## config.mk

```make
export PLATFORM = sky130hd
export DESIGN_NAME = ahb_pixel_master
export DESIGN_NICKNAME = d
export VERILOG_FILES = /design/src/rtl/ahb_pixel_master.sv
export SDC_FILE = /design/constraint.sdc
export NUM_CORES = 1
export LEC_CHECK = 0
export CAP_MARGIN = 20
export CORE_UTILIZATION = 40
export DETAILED_ROUTE_END_ITERATION = 12
export PLACE_DENSITY = 0.8
export REMOVE_ABC_BUFFERS = 1
export SYNTH_ARGS = -nofsm -noshare
export SYNTH_HDL_FRONTEND = slang
export SYNTH_SLANG_ARGS = --single-unit
```

## constraint.sdc

```tcl
create_clock -name clk -period 3.3 [get_ports clk]
set_clock_uncertainty 0.05 [all_clocks]
set_input_delay 0.33 -clock clk [delete_from_list [all_inputs] [get_ports clk]]
set_output_delay 0.33 -clock clk [all_outputs]
set_load 0.03 [all_outputs]
```

## src/rtl/ahb_pixel_master.sv

```systemverilog
// ahb_pixel_master: AHB-Lite initiator that writes a pixel tile to the sobel slave and polls for its edge result
module ahb_pixel_master #(
  parameter logic [31:0] WRITE_ADDR = 32'h0000_0000,
  parameter logic [31:0] READ_ADDR  = 32'h0000_0004,
  parameter logic [2:0]  HSIZE_VAL  = 3'b011,
  parameter int          POLL_LIMIT = 16
) (
  input  logic        clk,
  input  logic        n_rst,
  input  logic        blk_valid,
  output logic        blk_ready,
  input  logic [63:0] blk_pixels,
  input  logic [3:0]  blk_brightness,
  output logic        res_valid,
  input  logic        res_ready,
  output logic [3:0]  res_pixel,
  output logic        res_timeout,
  output logic        HSEL,
  output logic [31:0] HADDR,
  output logic [1:0]  HTRANS,
  output logic        HWRITE,
  output logic [2:0]  HSIZE,
  output logic [67:0] HWDATA,
  input  logic        HREADY,
  input  logic [67:0] HRDATA
);
  localparam int PW = $clog2(POLL_LIMIT) + 1;
  localparam logic [PW-1:0] POLL_LAST = PW'(POLL_LIMIT - 1);
  typedef enum logic [2:0] {IDLE, WR_ADDR, WR_DATA, RD_ADDR, RD_DATA, RESULT} state_t;
  state_t state, state_n;
  logic [PW-1:0] poll_cnt, poll_cnt_n;
  logic [67:0] tile;
  logic [3:0] res_pixel_n;
  logic res_timeout_n;
  logic addr_n;
  logic unused_hrdata;
  assign unused_hrdata = ^HRDATA[67:5];
  assign HSIZE = HSIZE_VAL;
  assign addr_n = (state_n == WR_ADDR) || (state_n == RD_ADDR);
  // next-state, poll counting and result capture
  always_comb begin
    state_n = state;
    poll_cnt_n = poll_cnt;
    res_pixel_n = res_pixel;
    res_timeout_n = res_timeout;
    case (state)
      IDLE:    state_n = blk_valid ? WR_ADDR : IDLE;
      WR_ADDR: state_n = HREADY ? WR_DATA : WR_ADDR;
      WR_DATA: state_n = HREADY ? RD_ADDR : WR_DATA;
      RD_ADDR: state_n = HREADY ? RD_DATA : RD_ADDR;
      RD_DATA:
        if (HREADY) begin
          if (HRDATA[4]) begin
            res_pixel_n = HRDATA[3:0];
            res_timeout_n = 1'b0;
            state_n = RESULT;
          end else if (poll_cnt == POLL_LAST) begin
            res_pixel_n = 4'h0;
            res_timeout_n = 1'b1;
            state_n = RESULT;
          end else begin
            poll_cnt_n = poll_cnt + 1'b1;
            state_n = RD_ADDR;
          end
        end
      RESULT:
        if (res_ready) begin
          poll_cnt_n = '0;
          state_n = IDLE;
        end
      default: state_n = IDLE;
    endcase
  end
  // state, poll counter, tile latch and result/handshake registers
  always_ff @(posedge clk) begin
    if (!n_rst) begin
      state <= IDLE;
      poll_cnt <= '0;
      tile <= '0;
      blk_ready <= 1'b1;
      res_valid <= 1'b0;
      res_pixel <= 4'h0;
      res_timeout <= 1'b0;
    end else begin
      state <= state_n;
      poll_cnt <= poll_cnt_n;
      if (state == IDLE && blk_valid) tile <= {blk_brightness, blk_pixels};
      blk_ready <= state_n == IDLE;
      res_valid <= state_n == RESULT;
      res_pixel <= res_pixel_n;
      res_timeout <= res_timeout_n;
    end
  end
  // registered AHB address/control and write data, decoded from the next state
  always_ff @(posedge clk) begin
    if (!n_rst) begin
      HTRANS <= 2'b00;
      HSEL <= 1'b0;
      HWRITE <= 1'b0;
      HADDR <= 32'h0;
      HWDATA <= 68'h0;
    end else begin
      HTRANS <= addr_n ? 2'b10 : 2'b00;
      HSEL <= addr_n;
      HWRITE <= (state_n == WR_ADDR) ? 1'b1 : (state_n == RD_ADDR) ? 1'b0 : HWRITE;
      HADDR <= (state_n == WR_ADDR) ? WRITE_ADDR : (state_n == RD_ADDR) ? READ_ADDR : HADDR;
      HWDATA <= (state_n == WR_DATA) ? tile : HWDATA;
    end
  end
endmodule

```

==> metrics.txt, run 1 <==
placed cell count 1,019; Final period util 0.829; setup bufs post-CTS 0; reg-to-reg setup timing slack 0.56 ns; Post-CTS Hold Buffers 0; DP HPWL 8.53 mm; total power 4.66 mW; CTS tree yes; startpoint types flop; outcome complete, no violations; Crit. End Element flop; min-delay worst type input port to flop; worst slack at placement approximately 0.65 ns; Max Freq 366 MHz; reg2reg path depth 9; Worst Max-Slew Pin Slew approximately 0.8 ns; Area growth syn-to-layout 36.7%; Die H 123 um; Worst Hold Endpoint poll_cnt[0]; H-tree lvl count 4; Int Power 3.53 mW; Post-CTS Resized 0; Die W 123 um; Clock Pin Slew Worst Setup and Hold Paths around 0.060 ns; Peak VDD IR roughly 0.0003 V; largest net degree at the start of global routing 137; sequential power share 0.427; Num CTS Buffers 17; drt drc 0; sequential-to-total area share from yosys stat 0.526; first-pass GRT wire length 21.5 mm; leak pwr between 2 and 3 nW; Synth Instances 733; Core ar. 0.0141 mm^2; clock power share 0.456; CTS Sinks 154; DRT Pass-1 Iters 4; RSZ-0062 raised after global routing false; Hold Crit Start n_rst; routability congestion estimate from global placement 0.772; final-stage net count 1,001; initial DRC count 351; RR Startpoint poll_cnt[0]; DR WL/cell between 10 and 15 um; commonest cells after routing, fill and taps aside nand2_1 (214), clkdlybuf4s50_1 (155), dfxtp_1 (154), a21oi_1 (75), nand3_1 (69); Avg Cell Area, Syn about 8.0 um^2; NetSw 1.12 mW; Mapped Area 0.00586 mm^2; final worst slack 0.564 ns; share of layout cells above drive strength 1 0.0540; # diodes 0; number of global-route vias before repair 4,469; Crit path arrival time approximately 3.0 ns; total die area 0.0151 mm^2; DR vias 5,047; min Tclk post-route approximately 2.7 ns; R2R Path End HWDATA[67]; Antenna Nets Post-Route 0; root buffer cell clkbuf_16; I/O pin count 255; Top FF cell, synth dfxtp_1; yosys warns 0; headroom to the max-slew limit 0.474; fin cells 1,051; number of flops mapped to enable cells by yosys 0; DR vias/cell roughly 4.8; Initial Utilization 0.415; grt ovf 0; synthesized flop and latch total between 150 and 200; Power Density 582 mW/mm^2; clock tree buffer depth 2; Switching Share 0.242; crit path max fanout 136; final hold violations 0; most common cell after layout, fill and taps aside nand2_1; clock latency on the worst-skew pair 0.42 ns; # port buffers 156; # rows 43; WHS approximately 0.27 ns; Critical Path RT 3.53 ns; Finish-stage setup viols 0; antenna violations before repair 1; Yosys cell types 35; power share of the combinational group 0.117; Setup TNS 0 ns; hold path cells 3; GRT Total Usage 0.183; CP Class flop to flop; fin. max-slew vios 0; asr flop ratio synth 0; max cap viols 0; final wirelength between 10 and 15 mm
## worst max-delay path, stage by stage, from the launching register on
cell,delay (ns)
dfxtp_1,0.34
ha_1,0.21
and3_1,0.18
ha_1,0.22
or4b_1,0.52
a21oi_1,0.27
o221ai_4,0.16
buf_12,0.23
nand3_1,0.18
o21ai_0,0.09
## worst max-delay path by stage
stage,endpoint,start,slack (ns)
6_report,HWDATA[67],poll_cnt[0],0.56
5_1_grt,HWDATA[5],poll_cnt[0],0.47
4_1_cts,HWDATA[9],poll_cnt[0],0.63
3_5_place_dp,HWDATA[9],poll_cnt[0],0.65
3_3_place_gp,HWDATA[9],poll_cnt[0],0.69
2_1_floorplan,HWDATA[0],poll_cnt[0],-0.87
## flip-flops by register name (all words and copies together) (netlist names)
signal / flops
state: 3
HADDR: 1
blk_ready: 1
HWDATA: 68
res_timeout: 1
HWRITE: 1
res_valid: 1
tile: 68
poll_cnt: 5
HTRANS: 1
res_pixel: 4
## power groups by stage
stage,sequential [mW],clock [mW],combinational [mW]
6_report,1.99,2.12,0.544
5_1_grt,2.00,2.25,0.599
4_1_cts,1.99,2.17,0.550
3_5_place_dp,2.03,0,0.548
3_3_place_gp,2.03,0,0.543
2_1_floorplan,2.07,0,0.247
## layout make-up
| class | instances | area, um^2 |
|---|---|---|
| fillers | 1300 | 6090 |
| multi-input cells | 518 | 2380 |
| clock buffers | 21 | 460 |
| clock inverters | 11 | 193 |
| repair buffers | 164 | 1660 |
| inverters | 3 | 11.3 |
| flip-flops and latches | 154 | 3080 |
| well taps | 180 | 225 |
## routing by layer
layer	global-route usage	share of wire	vias to the layer above
met3	0.0572	0.069	22
met2	0.301	0.47	141
li1	-	-	2606
met1	0.220	0.44	2276
met5	0	0.0013	-
met4	0.0798	0.015	2
## through the flow
| stage | util | instance area (um^2) |
|---|---|---|
| floorplan | - | 5460 |
| global route | 0.568 | 8010 |
| CTS | 0.568 | 8010 |
| detailed placement | 0.522 | 7350 |
| global placement | 0.522 | 7350 |
| finish | 0.568 | 8010 |
## cell usage after synthesis (all sizes together) (4+ instances only)
master    n  share of area
clkbuf   35          0.022
nor2b     4         0.0043
buf      56          0.067
dfxtp   154           0.53
a21oi    75          0.064
nand2b    4         0.0043
nand3    69          0.059
a22oi     4         0.0051
nor2     12         0.0077
o21ai    71          0.061
and2      5         0.0053
nand2   215           0.14
## cell families after synthesis
kind of cell             Yosys count  synth area share
adder cells (fa/ha/maj)            2           0.00427
other                              2           0.00128
flip-flops                       154             0.526
buffers and inverters             94            0.0912
AND/OR/NAND/NOR                  321             0.233
AO/OA/AOI/OAI                    160             0.144
Power figures use the tool's default switching activity.
==> inputs of run 2 (changes only) <==
==> constraint.sdc (replaced) <==
create_clock -name clk -period 2.52 [get_ports clk]
set_clock_uncertainty 0.05 [all_clocks]
set_input_delay 0.252 -clock clk [delete_from_list [all_inputs] [get_ports clk]]
set_output_delay 0.252 -clock clk [all_outputs]
set_load 0.03 [all_outputs]
==> run 2 against run 1 <==
  * Clock power grew 20%
  * Utilization grew 1.6 points
  * Final cell count grew 1.5%
  * Global-route usage is essentially flat
  * Count of clock-buffer cells in the layout grew 1
  * Flip-flop and latch count is the same
  * Hold slack gained 0.065 ns
  * Die area is the same
  * Via count grew 5.8%
  * Register-to-register slack lost 0.53 ns
  * Fmax grew 9.9%
  * Critical endpoint is now HWDATA[4]
  * Highest routed layer is now met4
==> metrics.txt, run 2 (synthesized netlist as in run 1, its figures left out) <==
Initial Utilization 0.415 (unchanged); min-delay worst type input port to flop; # port buffers 156 (unchanged); DP HPWL 8.68 mm (+1.8%); CP Class flop to flop; GRT Total Usage 0.183 (about the same); DR vias/cell 5.00 (+4.2%); Setup TNS 0 ns (unchanged); Crit. End Element flop; Critical Path RT 2.77 ns (-0.76 ns); total die area 0.0151 mm^2 (unchanged); slowest stage cell on the critical path or4b_4; most common cell after layout, fill and taps aside nand2_1; Power Density 724 mW/mm^2 (+25%); Reg area 0.00308 mm^2 (about the same); H-tree lvl count 4 (unchanged); CTS tree yes; CP cell instances ha_2 -> and3_4 -> ha_2 -> or4b_4 -> a21oi_4 -> o221ai_4 -> clkbuf_16 -> clkbuf_16 -> nand3_1 -> o21ai_0; Multi-input gate area 0.00240 mm^2 (+1.1%); fill cell count 1,301 (+0.077%); Finish-stage setup viols 0 (unchanged); commonest cells after routing, fill and taps aside nand2_1 (214), clkdlybuf4s50_1 (155), dfxtp_1 (153), a21oi_1 (74), nand3_1 (69); Largest regs HWDATA x68, tile x68, poll_cnt x5; number of global-route vias before repair 4,588 (+2.7%); Final period util 0.988 (+0.159); Antenna Nets Post-Route 0 (unchanged); max cap viols 0 (unchanged); Area growth syn-to-layout 40.6%; final wirelength 15.6 mm (+15%); # rows 43 (unchanged); startpoint types flop; DR WL/cell 14.6 um (+13%); final hold violations 0 (unchanged); Core ar. 0.0141 mm^2 (unchanged); clock tree buffer depth 2 (unchanged); Crit path arrival time 2.74 ns (-0.22 ns); initial DRC count 405 (+15%); first-pass GRT wire length 21.7 mm (+0.80%); final-stage net count 1,017 (+1.6%); min Tclk post-route 2.49 ns (-0.246 ns); power share of the combinational group 0.138 (+0.021); clock latency on the worst-skew pair 0.41 ns (about the same); Die H 123 um (unchanged); headroom to the max-slew limit 0.465 (-0.00872); root buffer cell clkbuf_16; grt ovf 0 (unchanged); fin cells 1,067 (+1.5%); outcome complete, no violations; antenna violations before repair 0 (-1); Worst Max-Slew Pin Slew 0.803 ns (+0.0131 ns); largest net degree at the start of global routing 83 (-39%); share of layout cells above drive strength 1 0.0789 (+0.0250); Peak VDD IR 0.000612 V (+100%); sequential power share 0.437 (+0.010); DRT Pass-1 Iters 5 (+1); Switching Share 0.256 (+0.0139); Buf/Inv on CP 2 (+1); leak pwr 3.03 nW (+4.3%); fin area 0.00824 mm^2 (+2.9%); Die W 123 um (unchanged); drt drc 0 (unchanged); # diodes 0 (unchanged); Clock Pin Slew Worst Setup and Hold Paths 0.06 ns (about the same); I/O pin count 255 (unchanged); Max Freq 402 MHz (+9.9%); DP Area 0.00738 mm^2 (+0.41%); DR vias 5,339 (+5.8%); NetSw 1.52 mW (+35%); crit path max fanout 10 (-93%); total power 5.96 mW (+28%); CP max stage delay 0.54 ns (+0.02 ns); Num CTS Buffers 17 (unchanged); Int Power 4.44 mW (+26%); routability congestion estimate from global placement 0.777 (+0.74%); CTS Sinks 154 (unchanged); fin. max-slew vios 0 (unchanged); clock power share 0.425 (-0.031); crit-path leading delay family simple AND/OR/NAND/NOR gates; placed cell count 1,023 (+0.39%); WHS 0.336 ns (+0.0652 ns)
-- run 2: cell count changes in the layout (fill, tap and decap cells not counted), moves of 3 or more --
| cell | delta |
|---|---|
| bufinv_16 | -3 |
| clkbuf_16 | +6 |
| buf_6 | +5 |
| o21ai_0 | -10 |
| o21ai_1 | +10 |
| buf_4 | +4 |
-- run 2: power by group through the flow --
stage,logic [mW],registers (mW),clock network (mW)
2_1_floorplan,0.324,2.71,0
3_3_place_gp,0.709,2.65,0
3_5_place_dp,0.718,2.66,0
4_1_cts,0.722,2.60,2.59
5_1_grt,0.893,2.62,2.71
6_report,0.823,2.61,2.54
-- run 2: layer usage --
layer | GRT usage | routed length, um | vias up
met2 | 0.305 | 7670 | 177
met3 | 0.0660 | 1120 | 15
met4 | 0.0648 | 170 | 0
li1 | - | - | 2640
met5 | 0 | 0 | -
met1 | 0.216 | 6660 | 2507
-- run 2: worst paths after layout --
kind                                      from         end  slack (ns)  depth (start not counted)
worst max-delay path               poll_cnt[1]   HWDATA[4]        0.03                         10
worst min-delay path            blk_pixels[30]    tile[30]        0.34                          3
worst max register to register     poll_cnt[1]   HWDATA[4]        0.03                         10
worst min register to register        tile[14]  HWDATA[14]        0.39                          2
-- run 2: layout make-up --
cell class / instances / share of cell area
multi-input cells: 518 / 0.292
well taps: 180 / 0.0273
flip-flops and latches: 154 / 0.374
clock buffers: 22 / 0.0588
repair buffers: 180 / 0.232
inverters: 3 / 0.00137
clock inverters: 10 / 0.0140
-- run 2: per-stage QoR --
step | util | setup WS, ns
after floorplan | - | -1.65
after global placement | 0.524 | 0.0301
after detailed placement | 0.524 | -0.0218
after CTS | 0.567 | 0.00950
after global routing | 0.584 | -0.0198
final | 0.584 | 0.0308
-- run 2: what timing repair did --
item / in CTS / in global routing
setup buffers: 0 / 1
gates cloned: 0 / 11
pin swaps: 0 / 2
gates resized for setup: 1 / 16
setup endpoints to repair: 44 / 68
hold buffers: 0 / 0
-- run 2: worst min-delay path: cells and delay by family --
family	cells	cell delay (ns)
AND/OR/NAND/NOR	1	0.05
buffers and inverters	1	0.40
AO/OA/AOI/OAI	1	0.05
